[src/rtl/timestamp_readout.sv]
// Buffers captured 48-bit timestamps and returns them to the host as three
// 16-bit words, most-significant word first, with sticky drop detection.
module timestamp_readout #(
  parameter int unsigned DEPTH = 4,
  parameter int unsigned CW    = 3
) (
  input  logic          clk,
  input  logic          rst_n,
  input  logic [47:0]   timestamp,
  input  logic          capture,
  input  logic          rd_en,
  input  logic          clr_ovf,
  output logic [15:0]   data_out,
  output logic          data_valid,
  output logic [CW-1:0] count,
  output logic          overflow
);

  localparam int unsigned AW = (DEPTH > 1) ? $clog2(DEPTH) : 1;
  localparam int unsigned TW = 48;
  localparam int unsigned WW = 16;

  typedef enum logic {IDLE = 1'b0, SEND = 1'b1} state_t;

  state_t          state;
  logic [TW-1:0]   mem [DEPTH];
  logic [AW-1:0]   wr_ptr;
  logic [AW-1:0]   rd_ptr;
  logic [TW-1:0]   out_reg;
  logic [1:0]      word_idx;

  logic            fifo_nonempty_c;
  logic            last_word_read_c;
  logic            pop_c;
  logic            accept_c;
  logic            drop_c;
  logic [TW-1:0]   head_c;

  // Pop whenever the output register is free or its last word is consumed now.
  always_comb begin
    fifo_nonempty_c  = (count != '0);
    last_word_read_c = (state == SEND) && rd_en && (word_idx == 2'd2);
    pop_c            = fifo_nonempty_c && ((state == IDLE) || last_word_read_c);
    accept_c         = capture && ((count < CW'(DEPTH)) || pop_c);
    drop_c           = capture && !accept_c;
    head_c           = mem[rd_ptr];
  end

  // Storage carries no reset; contents are only meaningful below count.
  always_ff @(posedge clk) begin
    if (accept_c) begin
      mem[wr_ptr] <= timestamp;
    end
  end

  always_ff @(posedge clk or negedge rst_n) begin
    if (!rst_n) begin
      state      <= IDLE;
      wr_ptr     <= '0;
      rd_ptr     <= '0;
      count      <= '0;
      overflow   <= 1'b0;
      out_reg    <= '0;
      word_idx   <= 2'd0;
      data_out   <= '0;
      data_valid <= 1'b0;
    end else begin
      if (accept_c) begin
        wr_ptr <= wr_ptr + AW'(1);
      end
      if (pop_c) begin
        rd_ptr <= rd_ptr + AW'(1);
      end
      count <= count + CW'(accept_c) - CW'(pop_c);

      // A drop on the same edge as a clear must leave the flag set.
      if (drop_c) begin
        overflow <= 1'b1;
      end else if (clr_ovf) begin
        overflow <= 1'b0;
      end

      case (state)
        IDLE: begin
          if (pop_c) begin
            state      <= SEND;
            out_reg    <= head_c;
            word_idx   <= 2'd0;
            data_out   <= head_c[TW-1 -: WW];
            data_valid <= 1'b1;
          end
        end
        SEND: begin
          if (rd_en) begin
            if (word_idx != 2'd2) begin
              word_idx <= word_idx + 2'd1;
              data_out <= (word_idx == 2'd0) ? out_reg[31:16] : out_reg[15:0];
            end else if (pop_c) begin
              out_reg    <= head_c;
              word_idx   <= 2'd0;
              data_out   <= head_c[TW-1 -: WW];
            end else begin
              state      <= IDLE;
              word_idx   <= 2'd0;
              data_out   <= '0;
              data_valid <= 1'b0;
            end
          end
        end
        default: begin
          state      <= IDLE;
          data_valid <= 1'b0;
          data_out   <= '0;
        end
      endcase
    end
  end

endmodule

[config.mk]
export PLATFORM = sky130hd
export DESIGN_NAME = timestamp_readout
export DESIGN_NICKNAME = d
export VERILOG_FILES = /design/src/rtl/timestamp_readout.sv
export SDC_FILE = /design/constraint.sdc
export NUM_CORES = 1
export LEC_CHECK = 0
export CELL_PAD_IN_SITES_DETAIL_PLACEMENT = 1
export CELL_PAD_IN_SITES_GLOBAL_PLACEMENT = 1
export CORE_MARGIN = 2
export CORE_UTILIZATION = 47
export CTS_CLUSTER_SIZE = 25
export DETAILED_ROUTE_END_ITERATION = 10
export GPL_ROUTABILITY_DRIVEN = 0
export PLACE_DENSITY = 0.78
export SLEW_MARGIN = 20
export SYNTH_ARGS = -nofsm -noshare
export SYNTH_HDL_FRONTEND = slang
export SYNTH_SLANG_ARGS = --single-unit
[constraint.sdc]
create_clock -name clk -period 3.05 [get_ports clk]
set_input_delay 0.61 -clock clk [delete_from_list [all_inputs] [get_ports clk]]
set_output_delay 0.61 -clock clk [all_outputs]
set_load 0.01 [all_outputs]
## Word-level counts from Yosys, hierarchy flattened

Memories as Yosys holds them, arrays and structs flattened.
Index checks and enable logic that the tools add are counted.

| word-level totals | value |
|---|---|
| register bits | 76 |
| RAM bits | 192 |
| word-level logic and storage cells | 64 |
| memories kept | 1 |

Memories:

| name | depth | bits a word | read ports | clocked after memory_dff | write ports | RTL line | RTL |
|---|---|---|---|---|---|---|---|
| mem | 4 | 48 | 1 | 0 | 1 | 26 | `logic [TW-1:0] mem [DEPTH];` |

| operators by class | value |
|---|---|
| add/sub/neg operators | 5 |
| $lt $le $gt $ge | 1 |
| equal/unequal tests | 6 |
| mux-type cells | 27 |
| bitwise gates (word level) | 1 |
| reductions and logical operators | 14 |

Operators by type and width:

| kind | number |
|---|---|
| $mux W48 | 3 |
| $pmux W48 S2 | 1 |
| $mux W16 | 5 |
| $pmux W16 S2 | 1 |
| $mux W1 | 11 |
| $ne A2 B2 Y1 const B | 5 |
| $add A2 B1 Y2 const B | 3 |
| $mux W2 | 3 |
| $logic_and A1 B1 Y1 | 5 |
| $pmux W1 S2 | 2 |
| $pmux W2 S2 | 1 |
| $reduce_and A2 Y1 | 2 |
| $reduce_and A4 Y1 | 1 |
| $add A3 B1 Y3 | 1 |
| $lt A3 B3 Y1 const B | 1 |
| $reduce_bool A3 Y1 | 1 |
| $sub A3 B1 Y3 | 1 |
| $eq A2 B2 Y1 const B | 1 |
| $logic_not A2 Y1 | 1 |
| $logic_or A1 B1 Y1 | 2 |
| $reduce_bool A2 Y1 | 1 |
| $logic_not A1 Y1 | 1 |
| $not A1 Y1 | 1 |

## Depth between registers and ports, before layout

Gate-level depths: netlist (run 1).

| depth | value |
|---|---|
| depth after elaboration | 9 |
| gate-level depth with buffers | 10 |
| depth with buffers taken out | 10 |

## Worst setup path after synthesis (run 1)

No wires, ideal clock.

| timing path | value |
|---|---|
| path kind | input to register |
| start point | input rd_en |
| end point | memory mem[0][0], enable pin |
| arrival | 2.381 ns |
| data required time | 2.640 ns |
| setup slack | 0.259 ns |
| stages | 3 |
| path buffers | 0 |
| cell sequence | nand3b_2 -> a31oi_1 -> and2_1 |

| between the ends | value |
|---|---|
| word-level cells in the longest chain between the ends | 8 |

Ends and longest elaborated chain:

| element | RTL line | RTL |
|---|---|---|
| from (decl) | 11 | `input logic rd_en,` |
| $logic_and A1 B1 Y1 (2 in a row) | 42 | `last_word_read_c = (state == SEND) && rd_en && (word_idx == 2'd2);` |
| $logic_or A1 B1 Y1 | 43 | `pop_c = fifo_nonempty_c && ((state == IDLE) \|\| last_word_read_c);` |
| $logic_and A1 B1 Y1 | 43 |  |
| $logic_or A1 B1 Y1 | 44 | `accept_c = capture && ((count < CW'(DEPTH)) \|\| pop_c);` |
| $logic_and A1 B1 Y1 | 44 |  |
| $mux W1 | 51 | `if (accept_c) begin` |
| $mux W1 (not written as such) | 52 | `mem[wr_ptr] <= timestamp;` |
| to (decl) | 26 |  |

Every way passes these cells.

## Worst setup path after layout (run 1)

| timing path | value |
|---|---|
| start point | input rd_en |
| end point | register count[2] |

| between the ends | value |
|---|---|
| word-level cells in the longest chain between the ends | 8 |

Ends and longest elaborated chain:

| element | RTL line | RTL |
|---|---|---|
| $logic_and A1 B1 Y1 (*) (2 in a row) | 42 |  |
| $logic_or A1 B1 Y1 (*) | 43 |  |
| $logic_and A1 B1 Y1 (*) | 43 |  |
| $logic_or A1 B1 Y1 | 44 |  |
| $logic_and A1 B1 Y1 | 44 |  |
| $add A3 B1 Y3 | 74 | `count <= count + CW'(accept_c) - CW'(pop_c);` |
| $sub A3 B1 Y3 (*) | 74 |  |
| to (signal assigned) | 74 |  |
| to (decl) | 15 | `output logic [CW-1:0] count,` |

Mark *: on every way between the ends. The rest lies on a longest branch, timed or not.
A chain may end at the register's enable or synchronous reset.

==> reports/qor.csv, run 1 <==
stage,metric,value,unit
yosys,Yosys cell types,31,
timing,RSZ-0062 raised after global routing,no,
die,IO Count,74,
die,core area,20200,um^2
yosys,Post-synth EDFFs,192,
finish,share of cells above drive strength 1,25.5,%
die,Die Wd,147,um
die,Initial Util,47.8,%
route,via count,4844,
setup_path,Startpoint Class,input port,
cts,clock slew seen by the registers of the worst setup and hold paths,60,ps
yosys,Yosys top cell area share,59.6,%
yosys,synthesis warning total,0,
setup_path,"Largest stage delay, worst path",520,ps
setup_path,Critical Path AT,2770,ps
finish,Ant. Diodes,0,
status,status,finished clean,
yosys,#FFs+latches synth,252,
timing,final critical-path required period,2370,ps
route,Total Wirelength,21100,um
setup_path,"most used cell, CP",inv_1,
finish,fillcell total,1722,
timing,relative slew slack,41.4,%
setup_path,Worst Setup End Kind,register,
yosys,largest cells by area after synthesis,"edfxtp_1 60%, dfrtp_1 16%, mux4_2 11%",
yosys,Cells after Synth,470,
setup_path,Slowest cell on crit path,clkdlybuf4s50_1,
setup_path,WP data required,3460,ps
cts,Inserted Clock Buffers,26,
cts,CTS tree,done,
global_routing,initial antenna violation count,0,
global_routing,first-pass GRT wire length,32800,um
yosys,sequential-to-total area share from yosys stat,75.1,%
timing,worst-margin pin slew,879,ps
global_routing,largest net degree at the start of global routing,61,
setup_path,crit-path max FO,4,
timing,final slew viol count,0,
cts,"Setup Fix Bufs, Post-CTS",0,
cts,Max Root-Sink Buffers,3,
finish,Layout area overhead,20.5,%
yosys,"Net Count, Synth",530,
pwr,Worst VDD drop,0.481,mV
timing,Final WS setup,683,ps
cts,worst skew pair latency,520,ps
timing,Layout Skew,13.0,ps
timing,Tcrit/Tclk final,77.6,%
finish,max FFs per register,192,
placement,port bufs,73,
placement,HPWL Detailed,12900,um
route,via-per-instance ratio,5.67,
die,Die ar.,21700,um^2
global_routing,grt ovf,0,
timing,Hold Fails Final Rpt,0,
setup_path,CP Cell Sequence,clkdlybuf4s50_1 -> nand3b_2 -> a31oi_1 -> inv_1 -> ha_1 -> inv_1 -> ha_1 -> inv_1 -> fa_1 -> xnor2_1 -> xnor2_1,
finish,nets,625,
timing,Fmax,422,MHz
cts,H-tree depth,1,
yosys,Synth Cell Area,9670,um^2
placement,pre-CTS WS,140,ps
pwr,total leakage power,0.00408,uW
yosys,top_reg_cell synth,edfxtp_1,
route,WL per Instance,24.7,um
die,Die Y,147,um
run,max-cap viol count,0,
yosys,top-count cell post-synth,edfxtp_1,
timing,final setup violating endpoints,0,
yosys,Synth top cells by count,"192 x edfxtp_1, 60 x dfrtp_1, 48 x mux4_2",
global_routing,vias in the first global route,5425,
setup_path,r2r setup slk,790,ps
cts,Num Clock Sinks,252,
die,Cell Rows,52,
yosys,syn avg cell area,20.6,um^2
yosys,"Async S/R FF share, synth",23.8,%
route,drt pass-1 iters,4,
route,Residual DRC,0,
pwr,Power Dens Cells,990,nW/um^2
setup_path,Crit Path Category,input port to register,
global_routing,Tot GR Track Use,20.2,%
hold_path,worst min path class,input port to async pin,
timing,setup TNS,0,ps
cts,root buffer cell,clkbuf_16,
yosys,Yosys top cell by area,edfxtp_1,
cts,PostCTS Resize Cnt,0,
route,Final ANT Viol Nets,0,
cts,Post-CTS Hold Fix Bufs,0,
route,Iteration-0 DRC Markers,369,
-- routing by layer --
layer	up-vias	track usage [%]	part of all wire, %
met3	40	3.61	5.4
met5	-	0	0
met2	157	33.4	50
li1	2073	-	-
met1	2574	27.5	41
met4	0	6.92	2.7
-- kinds of logic (layout without fill, tap and decap cells) --
logic type	count (synthesis)	count (layout)	synth area share, %
xor+xnor	5	5	0.453
mux	84	84	15.4
simple gates	34	34	1.68
compound gates	56	56	4.16
fa+ha+maj	7	7	0.983
flops	252	252	75.1
buf+inv	32	147	2.24
-- cells in the final DEF, fill, tap and decap left out, types with 9 or more instances in the layout --
| cell type | n |
|---|---|
| nor2_1 | 17 |
| nand2_1 | 9 |
| clkbuf_16 | 27 |
| dfrtp_1 | 58 |
| a22o_1 | 16 |
| buf_4 | 12 |
| edfxtp_1 | 192 |
| a22oi_1 | 16 |
| clkdlybuf4s50_1 | 72 |
| mux2_2 | 32 |
| mux4_2 | 48 |
| a21oi_1 | 17 |
-- critical path, delay by kind of cell --
| kind | cells | cell delay, ps |
|---|---|---|
| AO/OA/AOI/OAI | 1 | 270 |
| buffers and inverters | 4 | 690 |
| adder cells (fa/ha/maj) | 3 | 770 |
| AND/OR/NAND/NOR | 1 | 160 |
| XOR/XNOR | 2 | 280 |
-- per-stage QoR --
| step | power (uW) | util (%) | cell area (um^2) | cells | hold WS [ps] |
|---|---|---|---|---|---|
| global route | 12100 | 57.6 | 11700 | 855 | 99.8 |
| global placement | 8130 | 53.2 | 10800 | 807 | 493 |
| detailed placement | 8320 | 53.2 | 10800 | 807 | 501 |
| CTS | 11700 | 57.6 | 11700 | 855 | 91.5 |
| finish | 11500 | 57.6 | 11700 | 855 | 88.8 |
| floorplan | 7070 | - | 9670 | 470 | 314 |
-- final timing paths --
check,cells past startpoint,from,endpoint
min in group clk,1,out_reg[23],out_reg[23]
setup / recovery,11,rd_en,count[2]
setup reg to reg,10,word_idx[1],count[2]
hold reg to reg,1,out_reg[23],out_reg[23]
hold / removal,2,rst_n,data_out[7]
max in group asynchronous,2,rst_n,rd_ptr[1]
-- cell type report --
| type | count | area, um^2 | area share (%) |
|---|---|---|---|
| Timing Repair Buffer | 91 | 936 | 8.03 |
| Sequential cell | 252 | 7270 | 62.4 |
| Clock buffer | 37 | 733 | 6.29 |
| Inverter | 8 | 30.0 | 0.258 |
| Tap cell | 270 | 338 | 2.90 |
| Clock inverter | 11 | 154 | 1.32 |
| Multi-Input combinational cell | 186 | 2200 | 18.8 |
-- power breakdown --
group	internal, uW	switching [uW]	leakage [uW]
combinational	1650	1630	0.00119
sequential	4530	443	0.00246
clock	2010	1270	0.000430
total	8190	3350	0.00408
(Power assumes the default switching activity.)
==> run 2, diff against run 1 <==
==> constraint.sdc (replaced) <==
create_clock -name clk -period 2.2 [get_ports clk]
set_input_delay 0.44 -clock clk [delete_from_list [all_inputs] [get_ports clk]]
set_output_delay 0.44 -clock clk [all_outputs]
set_load 0.01 [all_outputs]
==> run 2 against run 1 <==
Critical endpoint is now count[2]. Non-clock buffer count grew 8. Routed wire length fell by 2.8%. First-iteration DRC count shrank 26%. Setup slack worse by 580 ps. Clock-buffer cell count unchanged. Sequential share of layout area down 1.2 points. Largest cell class unchanged. Combinational power rose by 44%. Sequential power grew 39%.
==> reports/qor.csv, run 2 (same netlist as run 1, synthesis figures left out) <==
stage,metric,value,unit,change
finish,most frequent cells in the layout,"192 x edfxtp_1, 72 x clkdlybuf4s50_1, 55 x dfrtp_1",,
die,Cell Rows,52,,unchanged
placement,HPWL Detailed,12600,um,-2.3%
finish,register area,7280,um^2,about the same
timing,relative slew slack,64.7,%,+23 points
route,drt pass-1 iters,4,,unchanged
finish,share of cells above drive strength 1,29.4,%,+3.9 points
cts,clock slew seen by the registers of the worst setup and hold paths,60,ps,about the same
cts,"Setup Fix Bufs, Post-CTS",0,,unchanged
setup_path,crit-path max FO,6,,+2
timing,final setup violating endpoints,0,,unchanged
global_routing,initial antenna violation count,0,,unchanged
pwr,part of the power in registers,42.6,%,-0.5 points
setup_path,Crit path max-delay family,buffers and inverters,,
pwr,Clk pwr share,28.1,%,-0.3 points
cts,H-tree depth,1,,unchanged
setup_path,WP data required,1760,ps,-1700 ps
hold_path,worst min path class,input port to async pin,,
pwr,total leakage power,0.00418,uW,+2.6%
route,via count,4773,,-1.5%
pwr,Net Sw Frac,28.8,%,-0.24 points
pwr,Power Dens Cells,1360,nW/um^2,+37%
global_routing,grt ovf,0,,unchanged
route,Residual DRC,0,,unchanged
pwr,Gate power share,29.3,%,+0.8 points
pwr,Worst VDD drop,0.727,mV,+51%
cts,Inserted Clock Buffers,27,,+3.8%
setup_path,Startpoint Class,register,,
timing,final slew viol count,0,,unchanged
die,Initial Util,47.8,%,unchanged
setup_path,r2r setup slk,120,ps,-670 ps
finish,fin area,11900,um^2,+2.0%
status,status,finished clean,,
die,IO Count,74,,unchanged
setup_path,Crit Path Category,register to primary output,,
timing,final critical-path required period,2100,ps,
route,Final ANT Viol Nets,0,,unchanged
setup_path,CP Cell Sequence,clkdlybuf4s50_1,,
setup_path,Worst Setup End Kind,primary output,,
placement,placed inst area,11000,um^2,+1.8%
finish,Layout area overhead,22.9,%,
timing,worst-margin pin slew,530,ps,-348 ps
timing,RSZ-0062 raised after global routing,no,,
run,max-cap viol count,0,,unchanged
route,via-per-instance ratio,5.52,,-2.6%
setup_path,"Largest stage delay, worst path",600,ps,+80 ps
die,Die Wd,147,um,unchanged
cts,worst skew pair latency,540,ps,+20 ps
global_routing,vias in the first global route,5519,,+1.7%
finish,max FFs per register,192,,unchanged
finish,Ant. Diodes,0,,unchanged
timing,Hold Fails Final Rpt,0,,unchanged
die,Die Y,147,um,unchanged
cts,Num Clock Sinks,252,,unchanged
die,core area,20200,um^2,unchanged
setup_path,Critical Path AT,1660,ps,-1110 ps
placement,pre-CTS WS,-410,ps,-551 ps
timing,Final WS setup,98.9,ps,-584 ps
setup_path,Slowest cell on crit path,clkdlybuf4s50_1,,
route,Total Wirelength,20500,um,-2.8%
cts,CTS tree,done,,
cts,Max Root-Sink Buffers,3,,unchanged
timing,Layout Skew,22.1,ps,+9.02 ps
global_routing,Tot GR Track Use,19.8,%,-0.43 points
cts,root buffer cell,clkbuf_16,,
timing,Tcrit/Tclk final,95.5,%,
route,WL per Instance,23.7,um,-3.9%
finish,area of the multi-input gates,2250,um^2,+2.3%
timing,Fmax,476,MHz,
global_routing,first-pass GRT wire length,32500,um,-1.1%
route,Iteration-0 DRC Markers,274,,-26%
setup_path,worst path bufs/invs,1,,-3
timing,setup TNS,0,ps,unchanged
finish,"most common cell after layout, fill and taps aside",edfxtp_1,,
die,Die ar.,21700,um^2,unchanged
pwr,internal power,11500,uW,+40%
global_routing,largest net degree at the start of global routing,50,,-18%
finish,fillcell total,1707,,-0.87%
finish,final core occ,58.7,%,+1.1 points
placement,port bufs,73,,unchanged
finish,nets,634,,+1.4%
pwr,Net Sw Power,4650,uW,+39%
-- run 2: cell count changes in the layout (fill, tap and decap cells not counted), moves of 3 or more --
| cell | change |
|---|---|
| buf_12 | +7 |
| clkbuf_1 | -5 |
| clkinv_2 | +5 |
| bufinv_16 | -3 |
| clkbuf_16 | +3 |
| dfrtp_1 | -3 |
-- run 2: final cells by class --
| type | instances | share of cell area [%] |
|---|---|---|
| tap | 270 | 2.84 |
| sequential | 252 | 61.2 |
| clock inverter | 13 | 0.800 |
| timing repair buffer | 99 | 9.14 |
| clock buffer | 37 | 6.87 |
| multi-input combinational | 186 | 18.9 |
| inverter | 8 | 0.253 |
-- run 2: final timing paths --
kind / start / endpoint / cells after the start
hold reg to reg: out_reg[2] / out_reg[2] / 1
setup / recovery: count[2] / count[2] / 1
setup reg to reg: word_idx[1] / count[2] / 10
max in group asynchronous: rst_n / rd_ptr[0] / 3
hold / removal: rst_n / data_valid / 2
min in group clk: clr_ovf / overflow / 2
-- run 2: what timing repair did --
item | 4_1_cts | 5_1_grt
endpoints found under the setup margin | 0 | 1
hold buffers | 1 | 0
gates resized for setup | 0 | 1
endpoints found under the hold margin | 20 | 0
-- run 2: power groups by stage --
| stage | Combinational, uW | Sequential (uW) | Clock (uW) |
|---|---|---|---|
| floorplan | 3050 | 6820 | 0 |
| global placement | 4630 | 6860 | 0 |
| detailed placement | 4790 | 6960 | 0 |
| CTS | 4840 | 6890 | 4630 |
| global route | 5130 | 6990 | 4800 |
| finish | 4730 | 6890 | 4540 |
-- run 2: through the flow --
| stage | total power, uW | std cells | hold slack, ps |
|---|---|---|---|
| 6_report | 16100 | 865 | 434 |
| 2_1_floorplan | 9870 | 470 | 144 |
| 5_1_grt | 16900 | 865 | 479 |
| 3_5_place_dp | 11700 | 814 | 447 |
| 3_3_place_gp | 11500 | 814 | 437 |
| 4_1_cts | 16400 | 865 | 434 |
-- run 2: per-layer routing --
layer  track usage [%]  up-vias  routed length (um)
met5                 0        -                   0
met4              4.66        0                 454
met3              2.87       33                 670
met2              35.8      103               11000
met1              25.5     2544                8430
li1                  -     2093                   -
==> run 3, diff against run 2 <==
--- a/config.mk
+++ b/config.mk
@@ -5,6 +5,7 @@
 export SDC_FILE = /design/constraint.sdc
 export NUM_CORES = 1
 export LEC_CHECK = 0
+export CAP_MARGIN = 20
 export CELL_PAD_IN_SITES_DETAIL_PLACEMENT = 1
 export CELL_PAD_IN_SITES_GLOBAL_PLACEMENT = 1
 export CORE_MARGIN = 2
@@ -13,6 +14,7 @@
 export DETAILED_ROUTE_END_ITERATION = 10
 export GPL_ROUTABILITY_DRIVEN = 0
 export PLACE_DENSITY = 0.78
+export REMOVE_ABC_BUFFERS = 1
 export SLEW_MARGIN = 20
 export SYNTH_ARGS = -nofsm -noshare
 export SYNTH_HDL_FRONTEND = slang
==> run 3 against run 2 <==
Global-route usage decreased by 0.40 points. First-iteration DRC count increased by 27%. Via count increased by 2.4%. Non-clock buffer count increased by 9. Register-to-register slack got worse by 50 ps. Highest routed layer unchanged.
==> reports/qor.csv, run 3 (same netlist as run 1, synthesis figures left out) <==
stage,metric,value,unit,change
finish,max FFs per register,192,,unchanged
global_routing,first-pass GRT wire length,32000,um,-1.6%
global_routing,initial antenna violation count,0,,unchanged
timing,Layout Skew,28.7,ps,+6.65 ps
finish,fin area,11900,um^2,about the same
cts,Inserted Clock Buffers,26,,-3.7%
global_routing,grt ovf,0,,unchanged
setup_path,"Largest stage delay, worst path",530,ps,-70 ps
placement,port bufs,73,,unchanged
setup_path,Critical Path AT,2530,ps,+870 ps
pwr,Design Power,16000,uW,-1.1%
status,status,finished clean,,
finish,"most common cell after layout, fill and taps aside",edfxtp_1,,
timing,Fmax,466,MHz,-2.1%
pwr,Worst VDD drop,0.833,mV,+15%
placement,pre-CTS WS,-511,ps,-101 ps
route,via count,4888,,+2.4%
setup_path,CP Cell Sequence,clkdlybuf4s50_1 -> nand3b_4 -> buf_6 -> a21oi_4 -> ha_4 -> inv_2 -> ha_2 -> inv_2 -> fa_2 -> xnor2_2 -> xnor2_1,,
route,Residual DRC,0,,unchanged
timing,Hold Fails Final Rpt,0,,unchanged
cts,H-tree depth,1,,unchanged
die,Cell Rows,52,,unchanged
die,Die ar.,21700,um^2,unchanged
finish,most frequent cells in the layout,"192 x edfxtp_1, 72 x clkdlybuf4s50_1, 58 x dfrtp_1",,
cts,clock slew seen by the registers of the worst setup and hold paths,60,ps,about the same
setup_path,crit-path max FO,3,,-3
run,max-cap viol count,0,,unchanged
finish,Layout area overhead,23.0,%,about the same
route,WL per Instance,23.6,um,-0.56%
timing,Final WS setup,54.6,ps,-44.3 ps
global_routing,Tot GR Track Use,19.4,%,-0.40 points
finish,final core occ,58.8,%,about the same
global_routing,vias in the first global route,5616,,+1.8%
setup_path,"most used cell, CP",inv_2,,
cts,Max Root-Sink Buffers,3,,unchanged
cts,CTS tree,done,,
finish,nets,642,,+1.3%
setup_path,WP data required,2590,ps,+830 ps
setup_path,Slowest cell on crit path,clkdlybuf4s50_1,,
timing,Tcrit/Tclk final,97.5,%,+2.0 points
timing,relative slew slack,54.9,%,-9.8 points
placement,placed inst area,11000,um^2,about the same
cts,Num Clock Sinks,252,,unchanged
die,Initial Util,47.8,%,unchanged
hold_path,worst min path class,input port to async pin,,
die,Die Y,147,um,unchanged
route,Iteration-0 DRC Markers,349,,+27%
timing,final setup violating endpoints,0,,unchanged
setup_path,Worst Setup End Kind,register,,
finish,share of cells above drive strength 1,29.2,%,-0.18 points
finish,Ant. Diodes,0,,unchanged
die,IO Count,74,,unchanged
route,via-per-instance ratio,5.61,,+1.6%
route,Total Wirelength,20600,um,+0.24%
die,Die Wd,147,um,unchanged
placement,HPWL Detailed,12300,um,-2.9%
global_routing,largest net degree at the start of global routing,42,,-16%
pwr,Power Dens Cells,1340,nW/um^2,-1.2%
die,core area,20200,um^2,unchanged
route,drt pass-1 iters,4,,unchanged
route,Final ANT Viol Nets,0,,unchanged
timing,final critical-path required period,2150,ps,+44.3 ps
setup_path,Startpoint Class,input port,,
pwr,total leakage power,0.00419,uW,about the same
timing,final slew viol count,0,,unchanged
cts,root buffer cell,clkbuf_16,,
timing,worst-margin pin slew,676,ps,+146 ps
cts,worst skew pair latency,530,ps,about the same
setup_path,Crit Path Category,input port to register,,
run 3: cell types whose count changed in the layout (fill, tap and decap cells not counted), sizes merged:
cell	change
inv	-3
clkbuf	-7
bufinv	+2
clkinv	+3
buf	+9
clkinvlp	+3
run 3: layout make-up:
class | instances | area (um^2)
Timing Repair Buffer | 108 | 1160
Fill cell | 1747 | 8340
Clock inverter | 18 | 178
Clock buffer | 30 | 676
Inverter | 8 | 30.0
Tap cell | 270 | 338
Multi-Input combinational cell | 186 | 2240
Sequential cell | 252 | 7270
run 3: metal layers:
layer,track usage [%],part of all wire [%]
met2,33.2,51
met4,5.48,1.9
met1,26.4,43
met5,0,0
met3,2.69,4.0
run 3: repair_timing:
| item | CTS | global route |
|---|---|---|
| cloned | 0 | 0 |
| buffers inserted | 0 | 2 |
| endpoints found under the setup margin | 1 | 1 |
| resized for setup | 5 | 6 |
| hold endpoints to repair | 19 | 0 |
| pin swaps | 0 | 6 |
| hold buffers | 1 | 0 |
run 3: final timing paths:
path                                  start            to  slack [ps]  depth (start not counted)
worst max register to register  word_idx[0]      count[2]          70                         10
max in group asynchronous             rst_n     rd_ptr[0]        1060                          3
worst max-delay path                  rd_en      count[2]          50                         11
min in group clk                out_reg[17]   out_reg[17]         510                          1
worst min-delay path                  rst_n  data_out[12]         470                          2
worst min register to register  out_reg[17]   out_reg[17]         510                          1
run 3: critical path: cells and delay by family:
| kind | cells | cell delay, ps |
|---|---|---|
| adder cells (fa/ha/maj) | 3 | 760 |
| buffers and inverters | 4 | 750 |
| AO/OA/AOI/OAI | 1 | 150 |
| XOR/XNOR | 2 | 300 |
| AND/OR/NAND/NOR | 1 | 120 |
run 3: where the power goes:
| group | leakage (uW) | internal, uW | total, uW | switching (uW) |
|---|---|---|---|---|
| clock | 0.000412 | 2560 | 4350 | 1790 |
| sequential | 0.00246 | 6280 | 6920 | 637 |
| combinational | 0.00132 | 2580 | 4710 | 2120 |
| total | 0.00419 | 11400 | 16000 | 4550 |
run 3: stage by stage:
stage,TNS [ps],hold slack (ps),std cells
2_1_floorplan,-182250,144,446
3_3_place_gp,-8950,465,820
3_5_place_dp,-21460,471,820
4_1_cts,0,467,869
5_1_grt,-0.756,508,872
6_report,0,470,872
==> edit, RTL diff (flow settings as in run 3) <==
Change the parameter `DEPTH` from 4 to 8.
--- a/src/rtl/timestamp_readout.sv
+++ b/src/rtl/timestamp_readout.sv
@@ -1,7 +1,7 @@
 // Buffers captured 48-bit timestamps and returns them to the host as three
 // 16-bit words, most-significant word first, with sticky drop detection.
 module timestamp_readout #(
-  parameter int unsigned DEPTH = 4,
+  parameter int unsigned DEPTH = 8,
   parameter int unsigned CW    = 3
 ) (
   input  logic          clk,
Function: changed (Yosys sat finds a counterexample within 4 cycles, from zero or initial values and one cycle with rst_n low).
==> edit against run 3 <==
- cell area grew 72%
- non-clock buffer count grew 30
- sequential cell count grew 194
- count of clock-buffer cells in the layout grew 31
- synthesized cell count grew 81%
- synthesized area grew 78%
- maximum frequency grew 2.2%
- worst setup slack gained 0.047 ns
- register-to-register slack gained 0.03 ns
- clock skew shrank 0.0075 ns
- first-iteration DRC count grew 71%
- power grew 54%
- wire length grew 89%
- core utilization shrank 2.5 points
- largest cell class unchanged
==> edit: results <==
[outcome]
run_status = "complete, no violations"

[global_routing]
grt_use_total_pct = 20.8
grt_pass1_vias = 9590
grt_max_degree = 37
grt_pass1_wl_um = 59200

[cells_and_area]
buffers_excl_clock = 138
inv_count = 3
clk_share_pct = 6.84
multiInputGateArea_mm2 = 0.00387

[synthesis]
synth-xor-area-share_pct = 0.305
synthDistinctLibCells = 35
synth_compound_area_share_pct = 3.54
seq_area_frac_synth_pct = 75.9

[critical_path]
r2r_cells = 5
cpLargestDelayFamily = "simple AND/OR/NAND/NOR gates"
crit_path_max_fanout = 16
max_stage_delay_ns = 0.47
crit_arrival_ns = 2.32

[placement]
place_ws_ns = -0.343

[cts]
clk_latency_ns = 0.56

[power]
pg_clk_mw = 7.36
finalPower_mw = 24.6
powerComb_mw = 6.54
switchingPower_mw = 6.94
p_leak_nw = 6.75

[drt]
dr_wl_met2_um = 19800
wl_per_cell_um = 26.0

[floorplan]
design.core.area_mm2 = 0.0363

[timing]
finalClockSkew_ns = 0.0212
max_slew_margin_pct = 63.6
==> edit: worst max-delay path by stage <==
stage	from	end	slack, ns	cells past startpoint
after floorplan	word_idx[0]$_DFFE_PN0P_	mem[0][0]$_DFFE_PP_	-4.31	4
after global routing	count[1]$_DFF_PN0_	count[2]$_DFF_PN0_	-0.008	9
after detailed placement	rd_en	mem[3][36]$_DFFE_PP_	-0.34	7
final	count[1]$_DFF_PN0_	mem[3][44]$_DFFE_PP_	0.10	5
after global placement	rd_en	mem[3][36]$_DFFE_PP_	-0.27	7
after CTS	word_idx[1]$_DFFE_PN0P_	mem[3][4]$_DFFE_PP_	0.15	6
==> edit: through the flow <==
stage               utilization, %  instances
floorplan                        -        805
global placement              52.4       1410
detailed placement            52.4       1410
CTS                           56.3       1493
global route                  56.3       1493
finish                        56.3       1493
==> edit: timing repair <==
item,CTS,global route
hold endpoints to repair,17,0
setup endpoints to repair,0,1
resized for setup,0,3
hold buffers,1,0
